$ cat src/rtl/fifo_rd_pkg.sv
// Shared constants for the FIFO read-side drainer and its 2-entry output buffer.
package fifo_rd_pkg;
  localparam int unsigned BUF_DEPTH  = 2;
  localparam int unsigned PTR_W      = 1;
  localparam int unsigned OCC_W      = 2;
  localparam int unsigned LOAD_W     = OCC_W + 1;
  localparam int unsigned XFER_CNT_W = 16;
endpackage

$ cat src/rtl/fifo_skid2.sv
// Two-entry circular output buffer: push at wr_ptr, pop from rd_ptr, head is the oldest word.
module fifo_skid2
  import fifo_rd_pkg::*;
#(
  parameter int unsigned DW = 4
) (
  input  logic             clk,
  input  logic             rst,
  input  logic             push,
  input  logic [DW-1:0]    push_data,
  input  logic             pop,
  output logic [DW-1:0]    head,
  output logic [OCC_W-1:0] occ
);

  logic [DW-1:0]    mem [BUF_DEPTH];
  logic [PTR_W-1:0] wr_ptr;
  logic [PTR_W-1:0] rd_ptr;

  assign head = mem[rd_ptr];

  // Storage and pointers; caller guarantees no push when full and no pop when empty.
  always_ff @(posedge clk or negedge rst) begin
    if (!rst) begin
      for (int unsigned i = 0; i < BUF_DEPTH; i++) begin
        mem[i] <= '0;
      end
      wr_ptr <= '0;
      rd_ptr <= '0;
    end else begin
      if (push) begin
        mem[wr_ptr] <= push_data;
        wr_ptr      <= wr_ptr + PTR_W'(1);
      end
      if (pop) begin
        rd_ptr <= rd_ptr + PTR_W'(1);
      end
    end
  end

  always_ff @(posedge clk or negedge rst) begin
    if (!rst) begin
      occ <= '0;
    end else begin
      unique case ({push, pop})
        2'b10:   occ <= occ + OCC_W'(1);
        2'b01:   occ <= occ - OCC_W'(1);
        default: occ <= occ;
      endcase
    end
  end

endmodule

$ cat src/rtl/fifo_rd_stream.sv
// Drains a registered-read synchronous FIFO into a valid/ready stream without bubbles.
// Optional FIFO_RD_XFER_CNT_EN adds xfer_cnt (pop counter) and stall (registered backpressure flag).
module fifo_rd_stream
  import fifo_rd_pkg::*;
#(
  parameter int unsigned DW = 4
) (
  input  logic                  clk,
  input  logic                  rst,
  input  logic [DW-1:0]         fifo_data,
  input  logic                  fifo_empty,
  output logic                  fifo_rd_en,
  output logic [DW-1:0]         m_data,
  output logic                  m_valid,
`ifdef FIFO_RD_XFER_CNT_EN
  output logic [XFER_CNT_W-1:0] xfer_cnt,
  output logic                  stall,
`endif
  input  logic                  m_ready
);

  logic             pend;
  logic             pop;
  logic [OCC_W-1:0] occ;
  logic [LOAD_W-1:0] load;

  assign m_valid = (occ != '0);
  assign pop     = m_valid & m_ready;

  // Words held or in flight after this edge's pop; a read is only safe while this is below the buffer size.
  assign load       = LOAD_W'(occ) + LOAD_W'(pend) - LOAD_W'(pop);
  assign fifo_rd_en = rst & ~fifo_empty & (load < LOAD_W'(BUF_DEPTH));

  always_ff @(posedge clk or negedge rst) begin
    if (!rst) begin
      pend <= 1'b0;
    end else begin
      pend <= fifo_rd_en;
    end
  end

  fifo_skid2 #(
    .DW(DW)
  ) u_buf (
    .clk      (clk),
    .rst      (rst),
    .push     (pend),
    .push_data(fifo_data),
    .pop      (pop),
    .head     (m_data),
    .occ      (occ)
  );

`ifdef FIFO_RD_XFER_CNT_EN
  always_ff @(posedge clk or negedge rst) begin
    if (!rst) begin
      xfer_cnt <= '0;
      stall    <= 1'b0;
    end else begin
      if (pop) begin
        xfer_cnt <= xfer_cnt + XFER_CNT_W'(1);
      end
      stall <= m_valid & ~m_ready;
    end
  end
`endif

endmodule

$ cat config.mk
export PLATFORM = sky130hd
export DESIGN_NAME = fifo_rd_stream
export DESIGN_NICKNAME = d
export VERILOG_FILES = /design/src/rtl/fifo_rd_pkg.sv /design/src/rtl/fifo_skid2.sv /design/src/rtl/fifo_rd_stream.sv
export SDC_FILE = /design/constraint.sdc
export NUM_CORES = 1
export LEC_CHECK = 0
export BUFFER_PORTS_ARGS = -buffer_cell sky130_fd_sc_hd__buf_2
export CORE_AREA = 2 2 39 41
export CTS_BUF_LIST = sky130_fd_sc_hd__clkbuf_16
export CTS_CLUSTER_DIAMETER = 50
export CTS_CLUSTER_SIZE = 24
export DETAILED_ROUTE_END_ITERATION = 12
export DIE_AREA = 0 0 41 43
export HOLD_SLACK_MARGIN = 0.03
export MAX_ROUTING_LAYER = met4
export PLACE_DENSITY = 0.7
export RECOVER_POWER = 100
export SYNTH_ARGS = -nofsm -noshare
export SYNTH_HDL_FRONTEND = slang
export SYNTH_HIERARCHICAL = 1
export SYNTH_SLANG_ARGS = --single-unit
$ cat constraint.sdc
create_clock -name clk -period 4.32 [get_ports clk]
set_clock_uncertainty 0.05 [all_clocks]
set_input_delay 0.216 -clock clk [delete_from_list [all_inputs] [get_ports clk]]
set_output_delay 0.216 -clock clk [all_outputs]
set_load 0.02 [all_outputs]
== Word-level counts from Yosys, hierarchy flattened ==
Cells that the tools add are included.
Word-level totals
  output and inout bits: 6
  register bits after elaboration: 13
  memories kept: 0
  bits in writable memories: 0
  latch bits: 0
  ROM bits: 0
Operators by class
  multiply operators: 0
  divide/modulo/power cells: 0
  reduce and logical (&&, ||, !) cells: 3
  bitwise gates (word level): 6
  eq/ne operators: 2
  muxes and demuxes: 7
  shifts and indexed selects: 0
  $lt $le $gt $ge: 4
  add/sub/neg operators: 6
Operators with widths (number)
  two-way mux 4 bit: 4
  bitwise mux 8 bit: 1
  demux 4 bit (select 1 bit): 1
  >= comparator 2 bit (second input constant): 2
  inverter 1 -> 2 bit: 2
  one-hot mux 2 bit (2 select lines): 1
  nonzero test 2 bit: 2
  adder 2 x 1 -> 3 bit: 1
  AND 1 bit: 3
  less-than comparator 3 x 2 -> 1 bit (second input constant): 1
  subtractor 3 x 1 -> 3 bit: 1
  adder 1 bit (second input constant): 2
  adder 2 x 1 -> 2 bit (second input constant): 1
  == test 2 x 1 -> 1 bit (second input constant): 1
  == test 2 bit (second input constant): 1
  less-than comparator 2 x 1 -> 1 bit (second input constant): 1
  subtractor 2 x 1 -> 2 bit (second input constant): 1
  logical AND 1 bit: 1
  inverter 1 bit: 1

== Logic depth before layout (Yosys ltp) ==
Gate-level depths: netlist of the first run.
  word-level depth: 6
  gate-level depth with buffers: 7
  depth with buffers taken out: 7

== By module ==
Netlist of the first run, hierarchy kept.
Modules (own cells, without submodules)
  fifo_skid2: times used 1, area an instance 516.7 µm², sequential area each 300.3 µm², cells each 34
  fifo_rd_stream: times used 1, area an instance 102.6 µm², sequential area each 25.0 µm², cells each 10

== Worst setup path before layout of the first run ==
OpenSTA, ideal clock, no wires.
  path kind: flip-flop to output port
  start point: register u_buf.occ[1]
  end point: output port fifo_rd_en
  setup slack: 1.720 ns
  cell stages (with the launch flop): 8
  required time: 4.054 ns
  data arrival time: 2.334 ns
  cells stage by stage: dfrtp_1 -> or2_4 -> and2_4 -> ha_1 -> nand2b_1 -> fa_1 -> xor2_1 -> nor3_1
On the way
  cells in the longest elaborated chain, start to end: 5
  elaborated cells on any way between the ends: 6
  those cells by class: 2 x add/sub; 1 x order compare; 2 x bitwise; 1 x reduce/logical
RTL lines
  start: declaration: line fifo_skid2.sv:13  | output logic [OCC_W-1:0] occ
  start signal: assignment: line fifo_skid2.sv:46  | 2'b10: occ <= occ + OCC_W'(1);
  start signal: assignment: line fifo_skid2.sv:47  | 2'b01: occ <= occ - OCC_W'(1);
  nonzero test 2 bit: line fifo_rd_stream.sv:27  | assign m_valid = (occ != '0);
  net m_valid: line fifo_rd_stream.sv:14  | output logic m_valid,
  AND 1 bit: line fifo_rd_stream.sv:28  | assign pop = m_valid & m_ready;
  net pop: line fifo_rd_stream.sv:23  | logic pop;
  subtractor 3 x 1 -> 3 bit: line fifo_rd_stream.sv:31  | assign load = LOAD_W'(occ) + LOAD_W'(pend) - LOAD_W'(pop);
  less-than comparator 3 x 2 -> 1 bit: line fifo_rd_stream.sv:32  | assign fifo_rd_en = rst & ~fifo_empty & (load < LOAD_W'(BUF_DEPTH));
  AND 1 bit: line fifo_rd_stream.sv:32
  end: declaration: line fifo_rd_stream.sv:12  | output logic fifo_rd_en,
The timed path passes the listed nets, and every way through them passes these cells.

== Worst setup path after layout of the first run ==
  start point: register u_buf.occ[0]
  end point: output port fifo_rd_en
On the way
  cells in the longest elaborated chain, start to end: 5
  elaborated cells on any way between the ends: 6
  those cells by class: 2 x add/sub; 1 x order compare; 2 x bitwise; 1 x reduce/logical
RTL lines (line)
  nonzero test 2 bit: fifo_rd_stream.sv:27
  AND 1 bit: fifo_rd_stream.sv:28
  net pop: fifo_rd_stream.sv:23
  subtractor 3 x 1 -> 3 bit: fifo_rd_stream.sv:31
  less-than comparator 3 x 2 -> 1 bit: fifo_rd_stream.sv:32
  AND 1 bit: fifo_rd_stream.sv:32
The timed path passes the listed nets, and every way through them passes these cells.

==> impl_summary.log, run 1 <==
INFO  metric syn_avg_cell_area = 14.1 µm²
INFO  metric io_buffer_count = 13
INFO  metric run_status = completed
INFO  metric drt-wirelength-per-cell = ~13 µm
INFO  metric yosys_most_used_dff = sky130_fd_sc_hd__dfrtp_1
INFO  metric postCtsSetupRepairBufs = 0
INFO  metric synthDominantAreaCellType = sky130_fd_sc_hd__dfrtp_1
INFO  metric hpwl = roughly 740 µm
INFO  metric core_area = 1380 µm²
INFO  metric grt_antenna_before_repair = 0
INFO  metric wire_length_of_the_first_global_routing_pass = 1570 µm
INFO  metric arrival = 2650 ps
INFO  metric synth.area.top_cells = sky130_fd_sc_hd__dfrtp_1 53%, sky130_fd_sc_hd__mux2_2 22%, sky130_fd_sc_hd__xor2_1 5.7%
INFO  metric holdPathStages = 2
INFO  metric slew_violations = 0
INFO  metric yosys_warnings = 6
INFO  metric ctsHtreeMaxLevel = 1
INFO  metric setup.worst_path.start_class = flop
INFO  metric grtUsageTotal = 14.5%
INFO  metric setup-violations-final = 0
INFO  metric tns = 0 ps
INFO  metric globalRouteOverflowTotal = 0
INFO  metric power-per-cell-area = 846 nW/µm²
INFO  metric worst_r2r_path_depth = 7
INFO  metric syn-instance-count = between 40 and 50
INFO  metric core.rowCount = 14
INFO  metric setup.worst_path.end_class = output pin
INFO  metric max_cap_violations = 0
INFO  metric timing.setup.critical_path_class = flop to output pin
INFO  metric post_cts.resized_instances = 0
INFO  metric n_antenna_cell = 0
INFO  metric synth_top_cells_by_count = 13 x sky130_fd_sc_hd__dfrtp_1, 12 x sky130_fd_sc_hd__mux2_2, 4 x sky130_fd_sc_hd__xor2_1
INFO  metric tritoncts = built
INFO  metric nNetsFinal = 74
INFO  metric async_flop_share = 100%
INFO  metric mappedNetlistNets = 55
INFO  metric clock_tree.root_cell = sky130_fd_sc_hd__clkbuf_16
INFO  metric cts-root-to-sink-buffers = 2
INFO  metric drtIter0Drc = 0
INFO  metric period_share = between 60% and 70%
INFO  metric synth_top_area_share = 52.5%
INFO  metric grt_setup_unrepaired = false
INFO  metric max_clock_freq = 342 MHz
INFO  metric synthToLayoutAreaGrowth = 24.2%
INFO  metric overall_via_count_from_detail_route = between 300 and 400
INFO  metric die_height = 43 µm
INFO  metric clkLatencyLatePin = 240 ps
INFO  metric route.final.wire_length = 975 µm
INFO  metric vias_per_cell = about 5.0
INFO  metric die_w = 41 µm
INFO  metric synth.lib_cells_used.distinct = 16
INFO  metric vdd_drop_max = 389 µV
INFO  metric critical_path_required = approximately 4100 ps
INFO  metric finalHoldViolCount = 0
INFO  metric drc = 0
INFO  metric regToRegStartpoint = u_buf/occ[0]$_DFFE_PN0P_
INFO  metric cts_inserted_buffers = 3
INFO  metric postSynthRegisterBits = 13
INFO  metric initial_core_util = 44.8%
INFO  metric max_slew.worst_pin.slew = 709 ps
INFO  metric min-delay-start = fifo_empty
INFO  metric worst_r2r_endpoint = pend$_DFF_PN0_
INFO  metric post_route_cells_drive_above_1_share = ~35%
INFO  metric hold_end = pend$_DFF_PN0_
INFO  metric timing.max_slew.rel_slack = approximately 53%
INFO  metric number_of_nets_with_antenna_violations_after_routing = 0
INFO  metric post_synth_edffs = 0
INFO  metric regToRegSetupSlack = 2010 ps
INFO  metric cts_sinks = 13
INFO  metric crit_path_max_fanout = 4
INFO  metric synthMostInstantiatedCell = sky130_fd_sc_hd__dfrtp_1
INFO  metric grt_start_max_net_pins = 15
INFO  metric gpl.final_weighted_congestion = between 0.6 and 0.7
INFO  metric io_pins = 14
INFO  metric drt_first_pass_iters = 1
INFO  metric die_area = 1760 µm²
INFO  metric final_util = 55.6%
INFO  metric path_clk_slew = 40 ps
INFO  metric syn_area = 619 µm²
INFO  metric hold_path_class = input pin to flop
INFO  metric synth.yosys.seq_area_share = between 50% and 60%
INFO  metric power.static_leakage = roughly 0.35 nW
INFO  metric grt_pass1_vias = 376
INFO  metric final.min_clock_period = 2920 ps
worst max-delay path by stage:
stage / from / to / slack, ps / depth (start not counted)
global placement: u_buf/occ[1]$_DFFE_PN0P_ / fifo_rd_en / 1870 / 8
global route: u_buf/occ[0]$_DFFE_PN0P_ / fifo_rd_en / 1260 / 8
floorplan: u_buf/occ[1]$_DFFE_PN0P_ / fifo_rd_en / 1720 / 7
detailed placement: u_buf/occ[1]$_DFFE_PN0P_ / fifo_rd_en / 1820 / 8
finish: u_buf/occ[0]$_DFFE_PN0P_ / fifo_rd_en / 1400 / 8
CTS: u_buf/occ[0]$_DFFE_PN0P_ / fifo_rd_en / 1550 / 8
where the power goes:
group          internal [mW]  switching [mW]  leakage (nW)
logic                  0.126           0.124         0.150
registers              0.184          0.0476         0.156
clock network          0.122          0.0480        0.0423
layer usage:
metal / track usage (%) / up-vias / routed length [µm]
li1: - / 181 / -
met1: 15.9 / 194 / 391
met2: 21.3 / 11 / 503
met3: 4.71 / 2 / 60
met4: 10.0 / 0 / 19
met5: - / - / 0
final cells by class:
class | count | area [µm²]
Timing Repair Buffer | 14 | 66.3
Clock buffer | 3 | 75.1
Tap cell | 16 | 20.0
Fill cell | 126 | 614
Multi-Input combinational cell | 29 | 272
Inverter | 2 | 7.51
Sequential cell | 13 | 325
Clock inverter | 1 | 3.75
cells in the final DEF (no fill, tap or decap), types with 2 or more instances in the layout:
| master | n |
|---|---|
| sky130_fd_sc_hd__buf_2 | 6 |
| sky130_fd_sc_hd__clkbuf_1 | 7 |
| sky130_fd_sc_hd__clkbuf_16 | 3 |
| sky130_fd_sc_hd__dfrtp_1 | 13 |
| sky130_fd_sc_hd__ha_1 | 2 |
| sky130_fd_sc_hd__inv_1 | 3 |
| sky130_fd_sc_hd__mux2_2 | 12 |
| sky130_fd_sc_hd__nand2_1 | 2 |
| sky130_fd_sc_hd__nor2_1 | 2 |
| sky130_fd_sc_hd__xnor2_1 | 2 |
| sky130_fd_sc_hd__xor2_1 | 4 |
cells by family (layout without fill, tap and decap cells):
family | count (synthesis) | count (layout) | synth area share, %
flops | 13 | 13 | 52.5
simple gates | 8 | 8 | 8.69
mux | 12 | 12 | 21.8
xor+xnor | 6 | 6 | 8.48
buf+inv | 2 | 20 | 1.21
fa+ha+maj | 3 | 3 | 7.27
flip-flops by register name (all words and copies together) (netlist names):
| register | cells |
|---|---|
| pend | 1 |
| u_buf/occ | 2 |
| u_buf/mem | 8 |
| u_buf/wr_ptr | 1 |
| u_buf/rd_ptr | 1 |
through the flow:
stage	instances	instance area [µm²]	setup WS [ps]	power, mW	hold slack (ps)
2_1_floorplan	44	619	1720	0.442	-130
3_3_place_gp	73	704	1870	0.499	72.6
3_5_place_dp	73	704	1820	0.510	74.1
4_1_cts	78	793	1550	0.684	91.1
5_1_grt	78	769	1260	0.702	95.9
6_report	78	769	1400	0.651	92.7
critical path: stages (launching register included):
cell and delay (ps):
sky130_fd_sc_hd__dfrtp_1 420, sky130_fd_sc_hd__or2_2 320, sky130_fd_sc_hd__and2_0 220, sky130_fd_sc_hd__ha_1 300
sky130_fd_sc_hd__nand2b_1 150, sky130_fd_sc_hd__fa_1 370, sky130_fd_sc_hd__xor2_1 150, sky130_fd_sc_hd__nor3_1 230
sky130_fd_sc_hd__clkbuf_1 260
timing repair:
item                                    CTS  global route
hold buffers                              1             0
endpoints found under the hold margin    13             0
endpoints found under the setup margin    0             0
(Power assumes the default switching activity.)
==> inputs of run 2 (changes only) <==
clock period = 3 ns   (was 4.32 ns; I/O delays follow)
==> run 2 against run 1 <==
Against the previous run: worst hold slack gained 17 ps; clock-buffer cell count is the same; non-clock buffer count grew 1; largest cell class unchanged; final cell count grew 1.3%; via count shrank 3.4%.
==> impl_summary.log, run 2 (synthesized netlist as in run 1, its figures left out) <==
INFO  metric initial_core_util = between 40% and 50%
INFO  metric hpwl = 668 µm
INFO  metric holdPathStages = 2
INFO  metric grt_pass1_vias = 374
INFO  metric grtUsageTotal = 14.9%
INFO  metric regToRegStartpoint = u_buf/occ[0]$_DFFE_PN0P_
INFO  metric wire_length_of_the_first_global_routing_pass = between 1500 and 2000 µm
INFO  metric tritoncts = built
INFO  metric vdd_drop_max = between 400 and 500 µV
INFO  metric setup.worst_path.start_class = flop
INFO  metric vias_per_cell = 4.75
INFO  metric regToRegSetupSlack = 790 ps
INFO  metric die_height = 43 µm
INFO  metric power-per-cell-area = 1200 nW/µm²
INFO  metric standard_cell_with_the_maximum_stage_delay_on_the_critical_path = sky130_fd_sc_hd__dfrtp_1
INFO  metric min-delay-start = fifo_data[0]
INFO  metric drt-wirelength-per-cell = 12.7 µm
INFO  metric final.min_clock_period = roughly 2700 ps
INFO  metric number_of_flip_flops_in_the_largest_register = 8
INFO  metric synthToLayoutAreaGrowth = 26.5%
INFO  metric max_flop_register = u_buf/mem
INFO  metric cp_slowest_stage_delay = ~420 ps
INFO  metric run_status = completed
INFO  metric post_cts.resized_instances = 0
INFO  metric finalHoldWorstSlack = 109 ps
INFO  metric arrival = 2510 ps
INFO  metric period_share = between 90% and 100%
INFO  metric finish.instance_area = 783 µm²
INFO  metric grt_setup_unrepaired = false
INFO  metric setup.worst_path.end_class = output pin
INFO  metric timing.max_slew.rel_slack = 52.6%
INFO  metric path_clk_slew = ~40 ps
INFO  metric cts_inserted_buffers = 3
INFO  metric core.rowCount = 14
INFO  metric tns = 0 ps
INFO  metric post-layout-total-power = 0.944 mW
INFO  metric drc = 0
INFO  metric grt_start_max_net_pins = 15
INFO  metric post_route_cells_drive_above_1_share = 38.1%
INFO  metric final_critical_path_setup_slack = 294 ps
INFO  metric nNetsFinal = 75
INFO  metric place_worst_setup_slack = 593 ps
INFO  metric worst_r2r_endpoint = pend$_DFF_PN0_
INFO  metric setup-violations-final = 0
INFO  metric layout.cells.most_common = sky130_fd_sc_hd__dfrtp_1
INFO  metric hold_path_class = input pin to flop
INFO  metric globalRouteOverflowTotal = 0
INFO  metric clkLatencyLatePin = 240 ps
INFO  metric number_of_nets_with_antenna_violations_after_routing = 0
INFO  metric detailed_place.area = 704 µm²
INFO  metric cts_sinks = 13
INFO  metric cts-root-to-sink-buffers = 2
INFO  metric max_slew.worst_pin.slew = 712 ps
INFO  metric finalHoldViolCount = 0
INFO  metric ctsHtreeMaxLevel = 1
INFO  metric drt_first_pass_iters = 1
INFO  metric core_area = roughly 1400 µm²
INFO  metric io_pins = 14
INFO  metric slew_violations = 0
INFO  metric cells_along_the_critical_path = or2_2 > and2_4 > ha_1 > nand2b_1 > fa_1 > xor2_1 > nor3_1 > buf_2
INFO  metric max_cap_violations = 0
INFO  metric crit_path_max_fanout = 4
INFO  metric die_area = 1760 µm²
INFO  metric die_w = 41 µm
INFO  metric hold_end = u_buf/mem[0]$_DFFE_PN0P_
INFO  metric grt_antenna_before_repair = 0
INFO  metric route.final.wire_length = 1000 µm
INFO  metric timing.setup.critical_path_class = flop to output pin
INFO  metric clock_tree.root_cell = sky130_fd_sc_hd__clkbuf_16
INFO  metric overall_via_count_from_detail_route = 375
INFO  metric max_clock_freq = 370 MHz
INFO  metric drtIter0Drc = 0
INFO  metric gpl.final_weighted_congestion = a little over 0.7
INFO  metric io_buffer_count = 13
INFO  metric power.static_leakage = 0.359 nW
INFO  metric critical_path_required = 2800 ps
INFO  metric layout_common_cells = 13 x sky130_fd_sc_hd__dfrtp_1, 12 x sky130_fd_sc_hd__mux2_2, 7 x sky130_fd_sc_hd__buf_2
INFO  metric nFillCells = 116
INFO  metric worst_r2r_path_depth = 7
INFO  metric reg.largest.list = u_buf/mem (8), u_buf/occ (2)
INFO  metric n_antenna_cell = 0
INFO  metric postCtsSetupRepairBufs = 0
## run 2: through the flow
step / util, % / cells
6_report: 56.6 / 79
5_1_grt: 56.6 / 79
4_1_cts: 58.0 / 79
3_5_place_dp: 50.9 / 73
3_3_place_gp: 50.9 / 73
2_1_floorplan: - / 44
## run 2: layer usage
layer | global-route usage (%) | routed length, µm
met1 | 16.0 | 416
met2 | 22.2 | 529
met3 | 6.28 | 57
met4 | 8.00 | 0
met5 | - | 0
## run 2: area by class of cell
class                           instances  area, µm²  area share, %
Inverter                                2       7.51          0.958
Tap cell                               16       20.0           2.56
Timing Repair Buffer                   15       77.6           9.90
Clock inverter                          1       3.75          0.479
Sequential cell                        13        325           41.5
Clock buffer                            3       75.1           9.58
Multi-Input combinational cell         29        274           35.0
## run 2: worst max-delay path by stage
stage                             startpoint        endpoint  slack, ps  depth (start not counted)
floorplan           u_buf/occ[1]$_DFFE_PN0P_  pend$_DFF_PN0_        430                          7
global placement    u_buf/occ[0]$_DFFE_PN0P_      fifo_rd_en        620                          8
detailed placement  u_buf/occ[1]$_DFFE_PN0P_      fifo_rd_en        590                          8
CTS                 u_buf/occ[0]$_DFFE_PN0P_      fifo_rd_en        320                          8
global route        u_buf/occ[0]$_DFFE_PN0P_      fifo_rd_en        180                          8
finish              u_buf/occ[0]$_DFFE_PN0P_      fifo_rd_en        290                          8
## run 2: where the power goes
part	leakage, nW	switching, mW	internal, mW	total, mW
Sequential	0.156	0.0709	0.265	0.336
Clock	0.0423	0.0652	0.175	0.240
Combinational	0.161	0.180	0.187	0.367
Total	0.359	0.316	0.627	0.944
## run 2: repair_timing
item,4_1_cts,5_1_grt
hold buffers,2,0
endpoints found under the setup margin,0,0
hold endpoints to repair,14,0
## run 2: critical path: cells and delay by family, from the launching register on
kind | cells | cell delay [ps]
flops | 1 | 420
xor+xnor | 1 | 150
fa+ha+maj | 2 | 640
buf+inv | 1 | 200
simple gates | 4 | 850
==> inputs of run 3 (changes only) <==
ABC_CLOCK_PERIOD_IN_PS = 3000   (was not set)
CORE_AREA = not set   (was 2 2 39 41)
CORE_UTILIZATION = 40   (was not set)
DIE_AREA = not set   (was 0 0 41 43)
PLACE_DENSITY = 0.62   (was 0.7)
SLEW_MARGIN = 20   (was not set)
==> run 3 against run 2 <==
Against the previous run: sequential power about the same; fmax up 0.18%; combinational power down 2%; wire length down 3.8%; clock-buffer cell count unchanged; core utilization up 0.63 points; sequential share of layout area up 0.066 points; critical endpoint unchanged; highest routed layer is now met4.
==> impl_summary.log, run 3 (synthesized netlist as in run 1, its figures left out) <==
INFO  metric run_status = completed
INFO  metric grt_setup_unrepaired = false
INFO  metric hold_path_class = input pin to flop
INFO  metric tritoncts = built
INFO  metric die_area = 1710 µm²
INFO  metric post-layout-total-power = 0.942 mW
INFO  metric grt_antenna_before_repair = 0
INFO  metric layout_common_cells = 13 x sky130_fd_sc_hd__dfrtp_1, 12 x sky130_fd_sc_hd__mux2_2, 7 x sky130_fd_sc_hd__buf_2
INFO  metric overall_via_count_from_detail_route = roughly 370
INFO  metric setup-violations-final = 0
INFO  metric critical_path_required = 2800 ps
INFO  metric cts_sinks = 13
INFO  metric crit_path_start = u_buf/occ[1]$_DFFE_PN0P_
INFO  metric worst_r2r_endpoint = pend$_DFF_PN0_
INFO  metric die_w = 41.4 µm
INFO  metric grtUsageTotal = between 10% and 20%
INFO  metric max_clock_freq = 370 MHz
INFO  metric initial_core_util = 45.3%
INFO  metric path_clk_slew = 40 ps
INFO  metric post_route_cells_drive_above_1_share = 38.1%
INFO  metric gpl.final_weighted_congestion = between 0.6 and 0.7
INFO  metric io_pins = 14
INFO  metric number_of_nets_with_antenna_violations_after_routing = 0
INFO  metric max_cap_violations = 0
INFO  metric timing.max_slew.rel_slack = around half
INFO  metric core_area = 1370 µm²
INFO  metric crit_end = fifo_rd_en
INFO  metric regToRegStartpoint = u_buf/occ[1]$_DFFE_PN0P_
INFO  metric tns = 0 ps
INFO  metric timing.setup.critical_path_class = flop to output pin
INFO  metric nNetsFinal = 75
INFO  metric nFillCells = 125
INFO  metric layout.cells.most_common = sky130_fd_sc_hd__dfrtp_1
INFO  metric grt_pass1_vias = 329
INFO  metric regToRegSetupSlack = 800 ps
INFO  metric wire_length_of_the_first_global_routing_pass = 1490 µm
INFO  metric worst_r2r_path_depth = 7
INFO  metric number_of_flip_flops_in_the_largest_register = 8
INFO  metric globalRouteOverflowTotal = 0
INFO  metric max_flop_register = u_buf/mem
INFO  metric slew_violations = 0
INFO  metric crit_path_max_fanout = 4
INFO  metric postCtsSetupRepairBufs = 0
INFO  metric synthToLayoutAreaGrowth = 26.3%
INFO  metric core.rowCount = 13
INFO  metric arrival = around 2500 ps
INFO  metric clock_tree.root_cell = sky130_fd_sc_hd__clkbuf_16
INFO  metric finalHoldViolCount = 0
INFO  metric max_slew.worst_pin.slew = 752 ps
INFO  metric drt_first_pass_iters = 2
INFO  metric vdd_drop_max = about 660 µV
INFO  metric setup.worst_path.end_class = output pin
INFO  metric drtIter0Drc = 2
INFO  metric drt-wirelength-per-cell = approximately 12 µm
INFO  metric reg.largest.list = u_buf/mem (8), u_buf/occ (2)
INFO  metric drc = 0
INFO  metric period_share = 90.0%
INFO  metric clkLatencyLatePin = 240 ps
INFO  metric cts-root-to-sink-buffers = 2
INFO  metric io_buffer_count = 13
INFO  metric power-per-cell-area = 1200 nW/µm²
INFO  metric route.final.wire_length = 964 µm
INFO  metric die_height = 41.4 µm
INFO  metric cts_inserted_buffers = 3
INFO  metric hpwl = 699 µm
INFO  metric setup.worst_path.start_class = flop
INFO  metric vias_per_cell = 4.78
INFO  metric n_antenna_cell = 0
INFO  metric ctsHtreeMaxLevel = 1
INFO  metric final.min_clock_period = 2700 ps
INFO  metric power.static_leakage = roughly 0.36 nW
INFO  metric grt_start_max_net_pins = 15
-- run 3: repair_timing --
action | in CTS | in global routing
resized for setup | 0 | 0
hold buffers | 2 | 0
endpoints found under the hold margin | 14 | 0
-- run 3: critical path: stages, from the launching register on --
cell                       delay [ps]
sky130_fd_sc_hd__dfrtp_1          430
sky130_fd_sc_hd__or2_2            310
sky130_fd_sc_hd__and2_4           170
sky130_fd_sc_hd__ha_1             270
sky130_fd_sc_hd__nand2b_1         150
sky130_fd_sc_hd__fa_1             370
sky130_fd_sc_hd__xor2_1           150
sky130_fd_sc_hd__nor3_1           210
sky130_fd_sc_hd__buf_2            200
-- run 3: layout make-up --
class,instances,area [µm²],area share (%)
inverters,2,7.51,0.960
clock inverters,1,3.75,0.480
flip-flops and latches,13,325,41.6
well taps,15,18.8,2.40
multi-input cells,29,274,35.0
repair buffers,15,77.6,9.92
clock buffers,3,75.1,9.60
-- run 3: per-layer routing --
metal | vias to the layer above | track usage (%) | share of wire [%]
li1 | 186 | - | -
met1 | 174 | 17.2 | 47
met2 | 9 | 20.3 | 42
met3 | 4 | 9.57 | 6.4
met4 | 0 | 16.9 | 4.6
met5 | - | - | 0
-- run 3: worst min-delay path by stage --
stage | from | endpoint | slack (ps) | cells past startpoint
after floorplan | rst | pend$_DFF_PN0_ | -200 | 0
after global placement | rst | u_buf/mem[0]$_DFFE_PN0P_ | 8 | 1
final | fifo_data[0] | u_buf/mem[0]$_DFFE_PN0P_ | 100 | 2
after global routing | fifo_data[1] | u_buf/mem[1]$_DFFE_PN0P_ | 100 | 2
after CTS | fifo_data[0] | u_buf/mem[0]$_DFFE_PN0P_ | 100 | 2
after detailed placement | rst | u_buf/mem[0]$_DFFE_PN0P_ | 6 | 1
-- run 3: report_power, final --
part | internal, mW | switching [mW]
registers | 0.265 | 0.0704
logic | 0.186 | 0.174
clock network | 0.175 | 0.0705
total | 0.627 | 0.315
-- run 3: stage by stage --
step           instances  setup slack [ps]  utilization (%)  hold WS [ps]  instance area, µm²
2_1_floorplan         44               431                -          -196                 619
3_3_place_gp          72               621             51.5          7.68                 703
3_5_place_dp          72               595             51.5          5.91                 703
4_1_cts               78               321             58.7          97.2                 802
5_1_grt               78               154             57.2           104                 782
6_report              78               299             57.2           101                 782
